==> src/rtl/decode_pkg.sv <==
// Shared constants for the register-file write-select decoder.
// Widths and reset value used by the decoder top and its bench.
package decode_pkg;

    localparam int unsigned SEL_W = 5;
    localparam int unsigned OUT_W = 32;

    localparam logic [OUT_W-1:0] DEC_RESET = 32'h0000_0000;

endpackage

==> src/rtl/decode3to8.sv <==
// Gate-level 3-to-8 one-hot predecoder.
// Each output is a 3-input AND of true/complemented select bits.
module decode3to8 (
    input  logic [2:0] i_sel,
    output logic [7:0] o_onehot
);

    logic [2:0] w_n;

    assign w_n = ~i_sel;

    assign o_onehot[0] = w_n[2]   & w_n[1]   & w_n[0];
    assign o_onehot[1] = w_n[2]   & w_n[1]   & i_sel[0];
    assign o_onehot[2] = w_n[2]   & i_sel[1] & w_n[0];
    assign o_onehot[3] = w_n[2]   & i_sel[1] & i_sel[0];
    assign o_onehot[4] = i_sel[2] & w_n[1]   & w_n[0];
    assign o_onehot[5] = i_sel[2] & w_n[1]   & i_sel[0];
    assign o_onehot[6] = i_sel[2] & i_sel[1] & w_n[0];
    assign o_onehot[7] = i_sel[2] & i_sel[1] & i_sel[0];

endmodule

==> src/rtl/decode_5to32.sv <==
// Registered 5-to-32 one-hot write-select decoder with enable.
// Predecode high bits to 8 groups, low bits to 4 lines, AND matrix, flop.
module decode_5to32
    import decode_pkg::*;
(
    input  logic             clock,
    input  logic             ctrl_reset_n,
    input  logic             enable,
    input  logic [SEL_W-1:0] select,
    output logic [OUT_W-1:0] result
);

    logic [7:0]       w_group;
    logic [3:0]       w_low;
    logic [1:0]       w_low_n;
    logic [OUT_W-1:0] w_dec;
    logic [OUT_W-1:0] r_result;

    decode3to8 u_pre_hi (
        .i_sel    (select[4:2]),
        .o_onehot (w_group)
    );

    assign w_low_n = ~select[1:0];

    assign w_low[0] = w_low_n[1] & w_low_n[0];
    assign w_low[1] = w_low_n[1] & select[0];
    assign w_low[2] = select[1]  & w_low_n[0];
    assign w_low[3] = select[1]  & select[0];

    // Enable is folded into every AND term so a disabled or unknown
    // select can never leave a stray bit set.
    for (genvar i = 0; i < OUT_W; i++) begin : g_and
        assign w_dec[i] = w_group[i/4] & w_low[i%4] & enable;
    end

    // Output register with synchronous active-low clear.
    always_ff @(posedge clock) begin
        if (!ctrl_reset_n) begin
            r_result <= DEC_RESET;
        end else begin
            r_result <= w_dec;
        end
    end

    assign result = r_result;

endmodule

==> config.mk <==
export PLATFORM = sky130hd
export DESIGN_NAME = decode_5to32
export DESIGN_NICKNAME = d
export VERILOG_FILES = /design/src/rtl/decode_pkg.sv /design/src/rtl/decode3to8.sv /design/src/rtl/decode_5to32.sv
export SDC_FILE = /design/constraint.sdc
export NUM_CORES = 1
export LEC_CHECK = 0
export ABC_AREA = 1
export CAP_MARGIN = 40
export CORE_ASPECT_RATIO = 1.25
export CORE_MARGIN = 2
export CORE_UTILIZATION = 28
export DETAILED_ROUTE_END_ITERATION = 10
export PLACE_DENSITY_LB_ADDON = 0.05
export RECOVER_POWER = 25
export SKIP_CTS_REPAIR_TIMING = 1
export SLEW_MARGIN = 20
export SYNTH_ARGS = -nofsm -noshare
export SYNTH_HDL_FRONTEND = slang
export SYNTH_SLANG_ARGS = --single-unit
export TNS_END_PERCENT = 20
==> constraint.sdc <==
create_clock -name clock -period 1.25 [get_ports clock]
set_clock_uncertainty 0.15 [all_clocks]
set_input_delay 0.25 -clock clock [delete_from_list [all_inputs] [get_ports clock]]
set_output_delay 0.25 -clock clock [all_outputs]
set_load 0.05 [all_outputs]
==> results.sh <==
export IMPL_min_delay_path_depth=3
export IMPL_grt_pass1_vias=664
export IMPL_dpl_instance_area_um2=1627
export IMPL_drv_slew=0
export IMPL_firstDrtPassIters=3
export IMPL_p_total_mw=1.647
export IMPL_cellPowerDensity_nw_per_um2=962.7
export IMPL_clkTransAtPathRegs_ps=90
export IMPL_critical_path_buf_inv_count=1
export IMPL_wl_per_cell_um=10.38
export IMPL_portBuffers=39
export IMPL_hold_worst_slack_ps=535.0
export IMPL_hold_end="result[31]"
export IMPL_synth_top_area_share_pct=73.56
export IMPL_hold_violations=0
export IMPL_critical_path_peak_fanout=1
export IMPL_final_common_cell="nor2_1"
export IMPL_routed_wl_mm=1.765
export IMPL_final_cell_mix="nor2_1 (35), buf_12 (32), dfxtp_2 (32), nand3_1 (8), inv_1 (7)"
export IMPL_syn_nets=96
export IMPL_placementRows=22
export IMPL_ys_ff_latch=32
export IMPL_vias_per_cell=4.135
export IMPL_critical_path_max_stage_delay_ps=360
export IMPL_finalSetupViolations=0
export IMPL_final_util_pct=58.07
export IMPL_ant_nets=0
export IMPL_final_area_um2=1710
export IMPL_drive_gt1_share_pct=54.48
export IMPL_antenna_found_initial=0
export IMPL_initial_core_util_pct=29.57
export IMPL_p_leak_nw=0.6850
export IMPL_syn_area_um2=870.8
export IMPL_synth_cell_types=6
export IMPL_area_growth_pct=96.41
export IMPL_tightest_slew_ps=270.3
export IMPL_dieArea_um2=3575
export IMPL_critPathTopFamily="flip-flops"
export IMPL_ir_drop_mv=0.6995
export IMPL_yosys_top_cells_area="dfxtp_1 (74%), nor2_1 (15%), nand3_1 (4.6%)"
export IMPL_cts_tree="yes"
export IMPL_cap_violations=0
export IMPL_ioPinCount=40
export IMPL_synth_seq_area_share_pct=73.56
export IMPL_cp_arrival_ps=800
export IMPL_grt_start_max_net_pins=10
export IMPL_synth_avg_cell_area_um2=9.896
export IMPL_ctsLongestPathBuffers=2
export IMPL_cts_made_buffers=5
export IMPL_drt_iter0_drc=11
export IMPL_status="completed"
export IMPL_place_hpwl_mm=1.390
export IMPL_clkSinkCount=32
export IMPL_min_path_type="primary input to register"
export IMPL_htreeDepth=2
export IMPL_cp_cell_sequence="buf_12"
export IMPL_required_ps=850
export IMPL_grt_ovfl_total=0
export IMPL_grt_total_usage_pct=11.83
export IMPL_core_area_um2=2945
export IMPL_num_nets_final=142
export IMPL_vias=703
export IMPL_antenna_cells=0
export IMPL_synth_top_area_cell="dfxtp_1"
export IMPL_final_min_clock_period_ps=1203
export IMPL_cp_slowest_cell="dfxtp_2"
export IMPL_grt_pass1_wl_mm=2.808
export IMPL_fp_dieW_um=53.88
export IMPL_worstSetupStartpointType="register"
export IMPL_worstSetupPathType="register to primary output"
export IMPL_yosys_warnings=0
export IMPL_largest_reg_flops=32
export IMPL_cp_end_kind="primary output"
export IMPL_max_freq_ghz=0.8310
export IMPL_drcViolationCount=0
export IMPL_period_share_pct=96.27
export IMPL_grt_setup_unrepaired="no"
export IMPL_hold_start="select[2]"
export IMPL_root_buffer="clkbuf_4"
export IMPL_die_h_um=66.35
export IMPL_synthCells=88
export IMPL_maxSlewHeadroom_pct=81.94
export IMPL_gp_congestion=0.7329
## power breakdown
part | internal [mW] | switching, mW
Clock | 0.207 | 0.296
Combinational | 0.0503 | 0.0643
Sequential | 1.02 | 0.00482
Total | 1.28 | 0.365
## layer usage
layer  wire (um)  global-route usage, %  vias up
met5           0                      0        -
met4          38                  7.692        0
met3         137                  6.335        4
met2         917                  19.21       27
met1         673                  11.14      315
li1            -                      -      357
## layout make-up
| type | count | area [um^2] |
|---|---|---|
| clock inverters | 1 | 5.005 |
| repair buffers | 39 | 710.7 |
| flip-flops and latches | 32 | 680.7 |
| well taps | 36 | 45.04 |
| fillers | 254 | 1235 |
| inverters | 7 | 26.28 |
| multi-input cells | 49 | 201.4 |
| clock buffers | 6 | 41.29 |
## per-stage QoR
step | std cells | worst slack (ps) | TNS, ps
4_1_cts | 170 | -16.72 | -31.12
5_1_grt | 170 | 2.173 | 0
3_5_place_dp | 163 | -176.0 | -4676
3_3_place_gp | 163 | -169.6 | -4381
6_report | 170 | 46.62 | 0
2_1_floorplan | 88 | 262.7 | 0
## worst max-delay path by stage
stage | slack [ps] | cells after the start | from | endpoint
6_report | 50 | 1 | result[2] | result[2]
4_1_cts | -20 | 1 | result[2] | result[2]
3_3_place_gp | -170 | 4 | select[3] | result[22]
2_1_floorplan | 260 | 0 | result[0] | result[0]
5_1_grt | 2 | 4 | select[4] | result[8]
3_5_place_dp | -180 | 4 | select[3] | result[22]
## cell usage after synthesis (all sizes together)
cell type   n
dfxtp      32
inv         7
nand2       6
nand3       8
nor2       35
## cell families after synthesis
| family | after synthesis | share of synthesized area (%) |
|---|---|---|
| DFF | 32 | 73.56 |
| buffers and inverters | 7 | 3.018 |
| and+or+nand+nor | 49 | 23.42 |
No activity file was read; power rests on OpenSTA's default activity.
